==> src/rtl/timeout_sched_pkg.sv <==
// Shared state encoding and index-width helper for the timeout scheduler
// and any other scheduler that reuses its round-robin arbiter.
package timeout_sched_pkg;

  typedef enum logic [1:0] {
    IDLE = 2'd0,
    RUN  = 2'd1,
    DONE = 2'd2
  } state_t;

  // Owner index width; a single requester still needs one bit.
  function automatic int idx_width(input int n);
    return (n > 1) ? $clog2(n) : 1;
  endfunction

endpackage

==> src/rtl/timeout_sched_rr_arbiter.sv <==
// Combinational round-robin select: first asserted req searching from
// pointer+1 with wrap-around. Returns one-hot sel, its index and an any flag.
module rr_arbiter
  import timeout_sched_pkg::*;
#(
  parameter int N  = 4,
  parameter int IW = idx_width(N)
) (
  input  logic [N-1:0]  req,
  input  logic [IW-1:0] pointer,
  output logic [N-1:0]  sel,
  output logic [IW-1:0] index,
  output logic          any
);

  logic [IW-1:0] cand;

  // The pointer's own slot is visited last, so the previous owner yields to others.
  always_comb begin
    sel   = '0;
    index = '0;
    any   = 1'b0;
    cand  = '0;
    for (int k = 1; k <= N; k++) begin
      cand = IW'((int'(pointer) + k) % N);
      if (!any && req[cand]) begin
        sel[cand] = 1'b1;
        index     = cand;
        any       = 1'b1;
      end
    end
  end

endmodule

==> src/rtl/timeout_sched.sv <==
// One countdown timer shared round-robin among N requesters.
// Define TIMEOUT_SCHED_CANCEL_EN to abort a running timeout when its owner drops req.
module timeout_sched
  import timeout_sched_pkg::*;
#(
  parameter int N = 4,
  parameter int W = 8
) (
  input  logic           clock,
  input  logic           reset,
  input  logic [N-1:0]   req,
  input  logic [N*W-1:0] value,
  output logic [N-1:0]   grant,
  output logic [N-1:0]   expired,
  output logic           busy,
  output logic [W-1:0]   remain
);

  localparam int IW = idx_width(N);

  state_t        state, state_nx;
  logic [IW-1:0] owner, owner_nx;
  logic [IW-1:0] pointer, pointer_nx;
  logic [N-1:0]  grant_nx, expired_nx;
  logic [W-1:0]  remain_nx;

  logic [N-1:0]  arb_sel;
  logic [IW-1:0] arb_index;
  logic          arb_any;

  rr_arbiter #(.N(N), .IW(IW)) u_arb (
    .req     (req),
    .pointer (pointer),
    .sel     (arb_sel),
    .index   (arb_index),
    .any     (arb_any)
  );

  // All outputs are registered; busy is derived from the next state so it tracks state exactly.
  always_ff @(posedge clock or negedge reset) begin
    if (!reset) begin
      state   <= IDLE;
      owner   <= '0;
      pointer <= IW'(N - 1);
      grant   <= '0;
      expired <= '0;
      remain  <= '0;
      busy    <= 1'b0;
    end else begin
      state   <= state_nx;
      owner   <= owner_nx;
      pointer <= pointer_nx;
      grant   <= grant_nx;
      expired <= expired_nx;
      remain  <= remain_nx;
      busy    <= (state_nx != IDLE);
    end
  end

  always_comb begin
    state_nx   = state;
    owner_nx   = owner;
    pointer_nx = pointer;
    grant_nx   = grant;
    expired_nx = '0;
    remain_nx  = remain;
    case (state)
      IDLE: begin
        if (arb_any) begin
          owner_nx   = arb_index;
          pointer_nx = arb_index;
          grant_nx   = arb_sel;
          remain_nx  = value[arb_index*W +: W];
          state_nx   = RUN;
        end
      end
      RUN: begin
`ifdef TIMEOUT_SCHED_CANCEL_EN
        if (!req[owner]) begin
          grant_nx  = '0;
          remain_nx = '0;
          state_nx  = IDLE;
        end else
`endif
        // A loaded value of 0 expires on the first edge, same as 1.
        if (remain <= W'(1)) begin
          grant_nx          = '0;
          remain_nx         = '0;
          expired_nx[owner] = 1'b1;
          state_nx          = DONE;
        end else begin
          remain_nx = remain - W'(1);
        end
      end
      DONE: begin
        state_nx = IDLE;
      end
      default: begin
        grant_nx  = '0;
        remain_nx = '0;
        state_nx  = IDLE;
      end
    endcase
  end

endmodule
==> config.mk <==
export PLATFORM = sky130hd
export DESIGN_NAME = timeout_sched
export DESIGN_NICKNAME = d
export VERILOG_FILES = /design/src/rtl/timeout_sched_pkg.sv /design/src/rtl/timeout_sched_rr_arbiter.sv /design/src/rtl/timeout_sched.sv
export SDC_FILE = /design/constraint.sdc
export NUM_CORES = 1
export LEC_CHECK = 0
export CAP_MARGIN = 20
export CORE_ASPECT_RATIO = 1.5
export CORE_MARGIN = 8
export CORE_UTILIZATION = 45
export DETAILED_ROUTE_END_ITERATION = 8
export DONT_BUFFER_PORTS = 1
export PLACE_DENSITY = 0.71
export SKIP_LAST_GASP = 1
export SLEW_MARGIN = 20
export SYNTH_ARGS = -nofsm -noshare
export SYNTH_HDL_FRONTEND = slang
export SYNTH_SLANG_ARGS = --single-unit
export TNS_END_PERCENT = 10
==> constraint.sdc <==
create_clock -name clock -period 2.8 [get_ports clock]
set_input_delay 0.84 -clock clock [delete_from_list [all_inputs] [get_ports clock]]
set_output_delay 0.84 -clock clock [all_outputs]
set_load 0.02 [all_outputs]
==> impl_metrics.toml <==
[cts]
root_buffer = "clkbuf_8"
path_clk_slew_ns = 0.08
clock_latency_ns = 0.26
ctsResizeCount = 0
cts.path.max_buffers = 2
cts_made_buffers = 3
cts_tree = "done"
cts_hold_buffers = 0
post_cts.repair.setup_buffers = 0
htreeDepth = 1
cts.sinks = 23

[setup_path]
critical_path_arrival_ns = 2.70
max_stage_delay_ns = 0.64
cp_slowest_cell = "dfstp_2"
start_kind = "flop"
critPathBufInv = 2
ff2ff_path_depth = 9
critPathMaxFanout = 11
crit_path_end_kind = "flop"
crit_cells = 9
critPathTopFamily = "flip-flops"
path_class = "flop to flop"
cp_data_required_time_ns = 2.94
path_cells = "inv_1 > ha_1 > mux4_2 > nor2b_4 > o21ai_2 > nand2_2 > buf_12 > mux2i_1 > o221ai_1"

[pwr]
finalPower_uw = 2450
power.leakage_uw = 0.000791
p_per_area_mw_per_mm2 = 1280
peakVddDrop_mv = 0.830

[timing]
fin_skew_ns = 0.00498
slew_violations = 0
hold_viol_final = 0
fin_crit_sh = 0.914
min_period_ns = 2.56
clock.fmax_mhz = 391
worstMarginPinSlew_ns = 0.463
setup_viol = 0
setup_tns_ns = 0
rsz0062_at_grt = "false"
relSlewSlack = 0.688

[detailed_routing]
wirelength_microns = 4430
initialDrtViolationCount = 67
route.vias.total = 1480
drt-pass1-iter-count = 4
viasPerCell = 6.17
wl_per_cell_microns = 18.5
drtAntennaViolNets = 0
drc_errors = 0

[layout]
final_layout_size_suffix_gt1_frac = 0.133
fillers = 376
n_antenna_cell = 0
utilization = 0.493
postLayoutCellArea_sq_mm = 0.00192
syn_to_final_growth_pct = 6.69
finalNonFillerCells = 240
nets = 244

[flow_run]
max_cap_violations = 0

[placed_design]
dp_hpwl_microns = 3550
place_inst = 236
detailed_place.area_sq_mm = 0.00187
routabilityCongestion = 0.837
io_buffer_count = 0

[synth]
synth_top_area_cell = "dfrtp_1"
yosys.area_share.simple = 0.209
synth_seq_area_share = 0.322
syn_nets = 240
synth.area.top_cells = "dfrtp_1 29%, mux2i_1 9.5%, ha_1 7.0%"
synth_cell_type_count = 47
synth_edf_count = 0
ys_ff_latch = 23
synthAdderAreaFrac = 0.0696
synth_commonest_cells = "21 x dfrtp_1, 20 x nor2_1, 17 x mux2i_1"
synth_area_sq_mm = 0.00180
postSynthCellCount = 192
synth_most_common_cell = "dfrtp_1"
muxShareOfSynthArea = 0.139
avgSynthCellArea_sq_um = 9.36
synth-xor-area-share = 0
synthArstFlopShare = 1.00
synth_top_area_share = 0.292
synth_top_family_by_area = "compound AO/OA/AOI/OAI gates"
synth-main-ff-cell = "dfrtp_1"
synth-compound-area-share = 0.224
ys_warn_count = 0

[die]
row_count = 28
die_y_microns = 93.4
dieArea_sq_mm = 0.00631
io-pin-count = 55
die_w_microns = 67.6
core_region_area_sq_mm = 0.00389
start_util = 0.462

[global_route]
grt_usage = 0.152
grt_pass1_wl_microns = 7560
grt_pass1_vias = 1553
antenna_found_initial = 0
grt_max_degree = 24
grt.overflow.total = 0

[min_path]
hp-class = "primary input to asynchronous set/reset pin"

[status]
outcome = "completed"
cells in the final DEF (no fill, tap or decap), types with 2 or more instances in the layout:
master	count
mux2i_1	16
dfrtp_1	21
nor3_1	4
o21bai_1	2
o21ai_0	15
buf_4	6
nand2_1	12
nor2b_1	6
or4_1	2
nand2b_1	3
nor3b_1	7
a22o_1	3
clkbuf_8	3
o221ai_1	7
o211ai_1	2
ha_1	10
mux2_2	3
o31a_1	2
a21oi_1	8
nor4_1	2
a22oi_1	4
a211oi_1	2
dfstp_2	2
mux4_2	2
nor2_1	20
inv_1	4
nand3_1	2
a221oi_1	5
per-layer routing:
layer | share of wire | vias to the layer above | GRT usage
met4 | 0.013 | 0 | 0.0473
met5 | 0 | - | 0
met3 | 0.058 | 5 | 0.0275
met1 | 0.37 | 710 | 0.166
li1 | - | 727 | -
met2 | 0.56 | 38 | 0.279
sequential cells by signal (all words and copies together) (netlist names):
name / flops
remain: 8
expired: 4
grant: 4
owner: 2
pointer: 2
state: 2
busy: 1
through the flow:
| stage | setup WS [ns] | hold WS [ns] |
|---|---|---|
| 2_1_floorplan | 0.0626 | 0.438 |
| 4_1_cts | 0.232 | 0.252 |
| 3_5_place_dp | 0.258 | 0.475 |
| 3_3_place_gp | 0.254 | 0.474 |
| 6_report | 0.240 | 0.257 |
| 5_1_grt | 0.0622 | 0.244 |
layout make-up:
type	instances	area (sq um)	area share
clock buffers	3	41.3	0.0215
clock inverters	1	5.00	0.00261
inverters	4	15.0	0.00783
multi-input cells	157	1160	0.603
flip-flops and latches	23	578	0.302
well taps	45	56.3	0.0294
repair buffers	7	65.1	0.0339
cell families (layout without fill, tap and decap cells):
logic type	Yosys count	after routing
multiplexers	22	22
adder cells (fa/ha/maj)	10	10
AND/OR/NAND/NOR	69	69
flip-flops	23	23
buffers and inverters	12	15
AO/OA/AOI/OAI	56	56
path summary, 6_finish.rpt:
kind	endpoint	start	slack (ns)
worst max-delay path	remain[4]	pointer[0]	0.24
min in group clock	busy	state[1]	0.49
worst min-delay path	remain[5]	reset	0.26
worst min register to register	busy	state[1]	0.49
worst max register to register	remain[4]	pointer[0]	0.24
max in group asynchronous	pointer[1]	reset	2.37
where the power goes:
group          switching [uW]  internal (uW)
Combinational             778            723
Sequential                272            467
Clock                     106           99.3
Total                    1160           1290
No activity file was read; power rests on OpenSTA's default activity.
